## config.mk

```make
export PLATFORM = sky130hd
export DESIGN_NAME = gactx_dir_cigar_flat
export DESIGN_NICKNAME = d
export VERILOG_FILES = /design/src/rtl/gactx_pkg.sv /design/src/rtl/gactx_dir_cigar_if.sv /design/src/rtl/gactx_run_merger.sv /design/src/rtl/gactx_dir_cigar.sv /design/src/flat_wrapper.sv
export SDC_FILE = /design/constraint.sdc
export NUM_CORES = 1
export LEC_CHECK = 0
export ABC_CLOCK_PERIOD_IN_PS = 3330
export CORE_MARGIN = 1.5
export CORE_UTILIZATION = 45
export CTS_CLUSTER_SIZE = 28
export DETAILED_ROUTE_END_ITERATION = 10
export PLACE_DENSITY = 0.81
export RECOVER_POWER = 100
export SYNTH_ARGS = -nofsm -noshare
export SYNTH_HDL_FRONTEND = slang
export SYNTH_HIERARCHICAL = 1
export SYNTH_SLANG_ARGS = --single-unit
```

## constraint.sdc

```tcl
create_clock -name clk -period 3.33 [get_ports clk]
set_clock_uncertainty 0.2 [all_clocks]
set_input_delay 0.8325 -clock clk [delete_from_list [all_inputs] [get_ports clk]]
set_output_delay 0.8325 -clock clk [all_outputs]
set_load 0.05 [all_outputs]
```

## src/rtl/gactx_pkg.sv

```systemverilog
// rtl/gactx_pkg.sv - shared op codes, direction codes and FSM state type for the CIGAR emitter
package gactx_pkg;

  localparam logic [1:0] OP_M        = 2'd0;
  localparam logic [1:0] OP_I        = 2'd1;
  localparam logic [1:0] OP_D        = 2'd2;
  localparam logic [1:0] DIR_INVALID = 2'd3;

  typedef enum logic [2:0] {
    ST_IDLE   = 3'd0,
    ST_FETCH  = 3'd1,
    ST_WAIT   = 3'd2,
    ST_UNPACK = 3'd3,
    ST_FLUSH  = 3'd4,
    ST_DONE   = 3'd5
  } state_e;

endpackage

```

## src/rtl/gactx_dir_cigar_if.sv

```systemverilog
// rtl/gactx_dir_cigar_if.sv - run-length op stream with valid/ready handshake
interface gactx_dir_cigar_if #(
  parameter int OP_LEN_WIDTH = 16
);
  logic                    op_valid;
  logic                    op_ready;
  logic [1:0]              op_code;
  logic [OP_LEN_WIDTH-1:0] op_len;
  logic                    op_last;

  modport master (output op_valid, op_code, op_len, op_last, input op_ready);
  modport slave  (input op_valid, op_code, op_len, op_last, output op_ready);
endinterface

```

## src/rtl/gactx_run_merger.sv

```systemverilog
// rtl/gactx_run_merger.sv - run accumulator feeding a single-entry output slot
module gactx_run_merger
  import gactx_pkg::*;
#(
  parameter int OP_LEN_WIDTH = 16
) (
  input  logic       clk,
  input  logic       rst_n,
  input  logic       clear,
  input  logic       dir_valid,
  input  logic [1:0] dir,
  input  logic       flush,
  output logic       stall,
  output logic       run_empty,
  gactx_dir_cigar_if.master op_if
);

  localparam logic [OP_LEN_WIDTH-1:0] LEN_MAX = '1;
  localparam logic [OP_LEN_WIDTH-1:0] LEN_ONE = OP_LEN_WIDTH'(1);

  logic [1:0]              run_op_q, run_op_d;
  logic [OP_LEN_WIDTH-1:0] run_len_q, run_len_d;
  logic                    op_valid_q, op_valid_d;
  logic [1:0]              op_code_q, op_code_d;
  logic [OP_LEN_WIDTH-1:0] op_len_q, op_len_d;
  logic                    op_last_q, op_last_d;
  logic                    accept;

  always_comb begin
    accept     = op_valid_q && op_if.op_ready;
    stall      = op_valid_q && !op_if.op_ready;
    run_empty  = (run_len_q == '0);
    run_op_d   = run_op_q;
    run_len_d  = run_len_q;
    op_valid_d = op_valid_q && !accept;
    op_code_d  = op_code_q;
    op_len_d   = op_len_q;
    op_last_d  = op_last_q;

    if (clear) begin
      run_op_d  = '0;
      run_len_d = '0;
    end else if (!stall) begin
      if (dir_valid && dir != DIR_INVALID) begin
        if (run_empty) begin
          run_op_d  = dir;
          run_len_d = LEN_ONE;
        end else if (dir == run_op_q && run_len_q != LEN_MAX) begin
          run_len_d = run_len_q + LEN_ONE;
        end else begin
          op_valid_d = 1'b1;
          op_code_d  = run_op_q;
          op_len_d   = run_len_q;
          op_last_d  = 1'b0;
          run_op_d   = dir;
          run_len_d  = LEN_ONE;
        end
      end else if (flush && !run_empty) begin
        op_valid_d = 1'b1;
        op_code_d  = run_op_q;
        op_len_d   = run_len_q;
        op_last_d  = 1'b1;
        run_op_d   = '0;
        run_len_d  = '0;
      end
    end
  end

  always_ff @(posedge clk or negedge rst_n) begin
    if (!rst_n) begin
      run_op_q   <= '0;
      run_len_q  <= '0;
      op_valid_q <= 1'b0;
      op_code_q  <= '0;
      op_len_q   <= '0;
      op_last_q  <= 1'b0;
    end else begin
      run_op_q   <= run_op_d;
      run_len_q  <= run_len_d;
      op_valid_q <= op_valid_d;
      op_code_q  <= op_code_d;
      op_len_q   <= op_len_d;
      op_last_q  <= op_last_d;
    end
  end

  assign op_if.op_valid = op_valid_q;
  assign op_if.op_code  = op_code_q;
  assign op_if.op_len   = op_len_q;
  assign op_if.op_last  = op_last_q;

endmodule

```

## src/rtl/gactx_dir_cigar.sv

```systemverilog
// rtl/gactx_dir_cigar.sv - reads packed traceback directions from BRAM and emits merged ops
module gactx_dir_cigar
  import gactx_pkg::*;
#(
  parameter int NUM_DIR_BLOCK       = 32,
  parameter int DIR_BRAM_ADDR_WIDTH = 14,
  parameter int LOG_MAX_TILE_SIZE   = 13,
  parameter int OP_LEN_WIDTH        = 16
) (
  input  logic                             clk,
  input  logic                             rst,
  input  logic                             start,
  input  logic [2*LOG_MAX_TILE_SIZE-1:0]   num_tb_steps,
  output logic [DIR_BRAM_ADDR_WIDTH-1:0]   dir_rd_addr,
  input  logic [2*NUM_DIR_BLOCK-1:0]       dir_data_in,
  gactx_dir_cigar_if.master                op_if,
  output logic                             busy,
  output logic                             done,
  input  logic                             clear_done,
  output logic                             dir_err
);

  localparam int STEPS_W = 2 * LOG_MAX_TILE_SIZE;
  localparam int IDX_W   = $clog2(NUM_DIR_BLOCK);
  localparam logic [IDX_W-1:0]   IDX_LAST  = IDX_W'(NUM_DIR_BLOCK - 1);
  localparam logic [STEPS_W-1:0] STEPS_ONE = STEPS_W'(1);

  state_e                           state_q, state_d;
  logic [DIR_BRAM_ADDR_WIDTH-1:0]   word_addr_q, word_addr_d;
  logic [DIR_BRAM_ADDR_WIDTH-1:0]   rd_addr_q, rd_addr_d;
  logic [2*NUM_DIR_BLOCK-1:0]       shift_q, shift_d;
  logic [IDX_W-1:0]                 idx_q, idx_d;
  logic [STEPS_W-1:0]               steps_left_q, steps_left_d;
  logic                             dir_err_q, dir_err_d;

  logic merge_clear, merge_dir_valid, merge_flush, merge_stall, merge_run_empty;

  always_comb begin
    state_d         = state_q;
    word_addr_d     = word_addr_q;
    rd_addr_d       = rd_addr_q;
    shift_d         = shift_q;
    idx_d           = idx_q;
    steps_left_d    = steps_left_q;
    dir_err_d       = dir_err_q;
    merge_clear     = 1'b0;
    merge_dir_valid = 1'b0;
    merge_flush     = 1'b0;

    case (state_q)
      ST_IDLE: begin
        if (start) begin
          steps_left_d = num_tb_steps;
          word_addr_d  = '0;
          rd_addr_d    = '0;
          dir_err_d    = 1'b0;
          merge_clear  = 1'b1;
          state_d      = (num_tb_steps == '0) ? ST_DONE : ST_FETCH;
        end
      end
      ST_FETCH: state_d = ST_WAIT;
      ST_WAIT: begin
        shift_d     = dir_data_in;
        idx_d       = '0;
        word_addr_d = word_addr_q + 1'b1;
        state_d     = ST_UNPACK;
      end
      ST_UNPACK: begin
        merge_dir_valid = 1'b1;
        // Merger stall freezes all bookkeeping so no direction is lost.
        if (!merge_stall) begin
          shift_d      = shift_q >> 2;
          idx_d        = idx_q + 1'b1;
          steps_left_d = steps_left_q - STEPS_ONE;
          if (shift_q[1:0] == DIR_INVALID) dir_err_d = 1'b1;
          if (steps_left_q == STEPS_ONE) begin
            state_d = ST_FLUSH;
          end else if (idx_q == IDX_LAST) begin
            rd_addr_d = word_addr_q;
            state_d   = ST_FETCH;
          end
        end
      end
      ST_FLUSH: begin
        merge_flush = 1'b1;
        if (merge_run_empty && !merge_stall) state_d = ST_DONE;
      end
      ST_DONE: begin
        if (clear_done) state_d = ST_IDLE;
      end
      default: state_d = ST_IDLE;
    endcase
  end

  always_ff @(posedge clk or negedge rst) begin
    if (!rst) begin
      state_q      <= ST_IDLE;
      word_addr_q  <= '0;
      rd_addr_q    <= '0;
      shift_q      <= '0;
      idx_q        <= '0;
      steps_left_q <= '0;
      dir_err_q    <= 1'b0;
    end else begin
      state_q      <= state_d;
      word_addr_q  <= word_addr_d;
      rd_addr_q    <= rd_addr_d;
      shift_q      <= shift_d;
      idx_q        <= idx_d;
      steps_left_q <= steps_left_d;
      dir_err_q    <= dir_err_d;
    end
  end

  assign dir_rd_addr = rd_addr_q;
  assign dir_err     = dir_err_q;
  assign done        = (state_q == ST_DONE);
  assign busy        = (state_q != ST_IDLE) && (state_q != ST_DONE);

  gactx_run_merger #(
    .OP_LEN_WIDTH(OP_LEN_WIDTH)
  ) u_merger (
    .clk       (clk),
    .rst_n     (rst),
    .clear     (merge_clear),
    .dir_valid (merge_dir_valid),
    .dir       (shift_q[1:0]),
    .flush     (merge_flush),
    .stall     (merge_stall),
    .run_empty (merge_run_empty),
    .op_if     (op_if)
  );

endmodule

```

## src/flat_wrapper.sv

```systemverilog
// flat-port wrapper written by rule: the top's interface ports become plain ports
module gactx_dir_cigar_flat import gactx_pkg::*;
#(
  parameter int NUM_DIR_BLOCK       = 32,
  parameter int DIR_BRAM_ADDR_WIDTH = 14,
  parameter int LOG_MAX_TILE_SIZE   = 13,
  parameter int OP_LEN_WIDTH        = 16
)
  (clk, rst, start, num_tb_steps, dir_rd_addr, dir_data_in, busy, done, clear_done, dir_err, op_if_op_valid, op_if_op_code, op_if_op_len, op_if_op_last, op_if_op_ready);
  gactx_dir_cigar_if #(.OP_LEN_WIDTH(OP_LEN_WIDTH)) op_if_i ();
  input  logic clk;
  input  logic rst;
  input  logic start;
  input  logic [2*LOG_MAX_TILE_SIZE-1:0] num_tb_steps;
  output logic [DIR_BRAM_ADDR_WIDTH-1:0] dir_rd_addr;
  input  logic [2*NUM_DIR_BLOCK-1:0] dir_data_in;
  output logic busy;
  output logic done;
  input  logic clear_done;
  output logic dir_err;
  output wire logic [$bits(op_if_i.op_valid)-1:0] op_if_op_valid;
  output wire logic [$bits(op_if_i.op_code)-1:0] op_if_op_code;
  output wire logic [$bits(op_if_i.op_len)-1:0] op_if_op_len;
  output wire logic [$bits(op_if_i.op_last)-1:0] op_if_op_last;
  input wire logic [$bits(op_if_i.op_ready)-1:0] op_if_op_ready;
  assign op_if_op_valid = op_if_i.op_valid;
  assign op_if_op_code = op_if_i.op_code;
  assign op_if_op_len = op_if_i.op_len;
  assign op_if_op_last = op_if_i.op_last;
  assign op_if_i.op_ready = op_if_op_ready;
  gactx_dir_cigar #(.NUM_DIR_BLOCK(NUM_DIR_BLOCK), .DIR_BRAM_ADDR_WIDTH(DIR_BRAM_ADDR_WIDTH), .LOG_MAX_TILE_SIZE(LOG_MAX_TILE_SIZE), .OP_LEN_WIDTH(OP_LEN_WIDTH)) u_core (.clk(clk), .rst(rst), .start(start), .num_tb_steps(num_tb_steps), .dir_rd_addr(dir_rd_addr), .dir_data_in(dir_data_in), .op_if(op_if_i), .busy(busy), .done(done), .clear_done(clear_done), .dir_err(dir_err));
endmodule
```

==> summary.md <==
| Metric | Value |
|---|---|
| Status | finished with violations |
| Violated checks | max-capacitance violations, max-slew violations |
| Hold path depth | 2 |
| Iter 0 DRT Violations | approximately 640 |
| Post-layout net count | 1127 |
| Layout cells sized above 1 | 7.24% |
| CTS tree | yes |
| Distinct cell type count after synthesis | 64 |
| Power per cell area | 756 nW/um^2 |
| Commonest non-fill, non-tap cells in the layout | 180 x nand2_1, 165 x dfrtp_1, 116 x nor2_1 |
| WL final | slightly below 20000 um |
| CTS Root Cell | clkbuf_16 |
| Cell Rows | 49 |
| Area delta synth->final | 25.1% |
| Post-synth top area cell | dfrtp_1 |
| Avg Cell Area, Syn | roughly 9.0 um^2 |
| DIE HEIGHT | 138 um |
| Setup ws final | roughly 0.095 ns |
| Ant. Diodes | 0 |
| Vias in the first global route | approximately 6700 |
| #FFs+latches synth | 165 |
| Worst Setup Start Kind | flop |
| Clk sinks | 165 |
| Peak VDD IR | 0.526 mV |
| Commonest register cell after synthesis | dfrtp_1 |
| Worst R2R Path Depth | 5 |
| First-pass GRT wire length | 32600 um |
| Synth warn | 6 |
| Sequential fraction of the synthesis area | 50.4% |
| IO Pins | 132 |
| Drt wl/cell | 15.5 um |
| Wire length on met2 | about 9300 um |
| Arrival @ worst endpoint | 2.20 ns |
| GRT overflow | 0 |
| Crit. End Element | output pin |
| Setup TNS | 0 ns |
| Most common cell after layout, fill and taps aside | nand2_1 |
| Core area | 17900 um^2 |
| Hold endpoint | u_core/idx_q[4] |
| Max-capacitance violation count | 1 |
| H-tree depth | 4 |
| Die Area | 19000 um^2 |
| Total track usage | 21.8% |
| Synth area leaders | dfrtp_1 50%, nand2_1 8.2%, a31oi_1 5.3% |
| Crit Path Max Fanout | 10 |
| Worst Path Class, Setup | reg -> out |
| Slew Viols, Final | 61 |
| Post-synth EDFFs | 0 |
| RR Startpoint | u_core/state_q[2] |
| Slew margin rel. | -2.62% |
| Mapped Nets | 1008 |
| Worst hold path class | reg -> reg |
| Num CTS Buffers | 17 |
| Clock Path Buffers | 2 |
| Dpl ws | approximately 0.013 ns |
| Postcts setup bufs | 0 |
| Clk slew on worst S/H paths | 0.06 ns |
| Post-cts resize count | 0 |
| Area share of the largest cell type after synthesis | 50.4% |
| Hold path start | u_core/idx_q[4] |
| Static Leak | 0.00439 uW |
| Cell Area, Synth | 8190 um^2 |
| Die width | roughly 140 um |
| Hold_buf cts | 0 |
| Initial core utilization | ~46% |
| Post-route DRC | 0 |
| Final hold violation count | 0 |
| Routed wl met3 | 960 um |
| Largest net degree at the start of global routing | 127 |
| Multi-input gate area | 3760 um^2 |
| Dpl hpwl | roughly 13000 um |
| Fmax | slightly above 300 MHz |
| Unrepaired setup endpoints after global routing | false |
| Final period util | 97.1% |
| Gpl congestion | 0.872 |
| Clk Latency, worst-skew pair | 0.42 ns |
| R2r setup slk | around 0.4 ns |
| Critical Path RT | 2.30 ns |
| Mapped Cells | ~910 |
| Port Buffers | 131 |
| Drt pass-1 iters | 5 |
| Final min period | 3.24 ns |
| Met1 wire length | roughly 9000 um |
| Worst Setup SP | u_core/state_q[0] |
| Post-DRT Antenna Nets | 0 |
| Reg-to-Reg End | u_core/shift_q[14] |
| Initial antenna violation count | 0 |
| Mean number of vias per cell | 5.69 |
| Fillcell total | 1619 |
| Least-Margin Pin Slew | roughly 1.5 ns |
| Final setup viols | 0 |
| Register Area | around 4100 um^2 |
| Top Layer Used | met4 |
| Asr flop ratio synth | 100% |
| Via count | 7193 |
[worst max-delay path by stage]
stage / slack, ns / depth (start not counted) / to
6_report: 0.09 / 4 / done
5_1_grt: 0.02 / 4 / done
4_1_cts: 0.08 / 4 / done
3_5_place_dp: 0.01 / 6 / u_core/u_merger/op_if.op_len[14]
3_3_place_gp: 0.04 / 6 / u_core/u_merger/op_if.op_len[4]
2_1_floorplan: 0.02 / 11 / u_core/u_merger/op_if.op_len[10]
[metal layers]
metal	up-vias	track usage, %
met5	-	0
met4	0	9.38
met3	30	3.51
met2	226	33.9
met1	3448	30.3
li1	3489	-
[power by group]
part           leakage [uW]  internal (uW)  switching, uW
combinational       0.00216           1050           1590
clock              0.000275           1130            765
sequential          0.00196           2670            542
[synthesized netlist by cell type, drive strengths merged, types with 8 or more instances]
cell / count
xnor2: 11
a31oi: 70
o22ai: 8
and3: 9
a21oi: 37
inv: 11
nor2: 117
clkbuf: 37
nand4: 18
mux2: 19
nand3: 16
nand2: 180
nor4: 17
buf: 18
dfrtp: 165
o21ai: 45
a22o: 14
or3: 8
nor3: 12
[through the flow]
stage	cell area, um^2	cells	utilization [%]	hold slack [ns]	power (uW)
6_report	10200	1265	57.2	0.278	7750
3_3_place_gp	9760	1235	54.5	0.256	5840
4_1_cts	10300	1265	57.7	0.204	7870
3_5_place_dp	9760	1235	54.5	0.264	5960
2_1_floorplan	8190	906	-	0.245	5100
5_1_grt	10200	1265	57.2	0.310	8270
[critical path, cell delays in order, from the launching register on]
cell and delay, ns:
dfrtp_1 0.52, buf_4 0.22, inv_1 0.05, nor2_1 0.16
clkdlybuf4s50_1 0.83
[area by class of cell]
cell class	count	area share (%)
Sequential cell	165	40.3
Multi-Input combinational cell	674	36.7
Timing Repair Buffer	155	14.2
Clock buffer	21	4.49
Tap cell	229	2.80
Clock inverter	9	1.01
Inverter	12	0.452
[kinds of logic (layout without fill, tap and decap cells)]
logic type | after synthesis | count (layout) | share of synthesized area, %
simple gates | 410 | 410 | 23.0
xor+xnor | 14 | 14 | 1.50
fa+ha+maj | 7 | 7 | 1.07
compound gates | 220 | 220 | 17.2
buf+inv | 67 | 197 | 3.74
mux | 23 | 23 | 3.10
flops | 165 | 165 | 50.4
[sequential cells by signal, summed over array words and instances, names as in the netlist]
signal and count:
u_core/u_merger/run_len_q 16, u_core/idx_q 5, u_core/dir_err 1, u_core/steps_left_q 26, u_core/u_merger/run_op_q 2, u_core/u_merger/op_if.op_len 16
u_core/dir_rd_addr 14, u_core/word_addr_q 14, u_core/u_merger/op_if.op_code 2, u_core/state_q 3, u_core/u_merger/op_if.op_last 1, u_core/u_merger/op_if.op_valid 1
u_core/shift_q 64
Power figures use the tool's default switching activity.
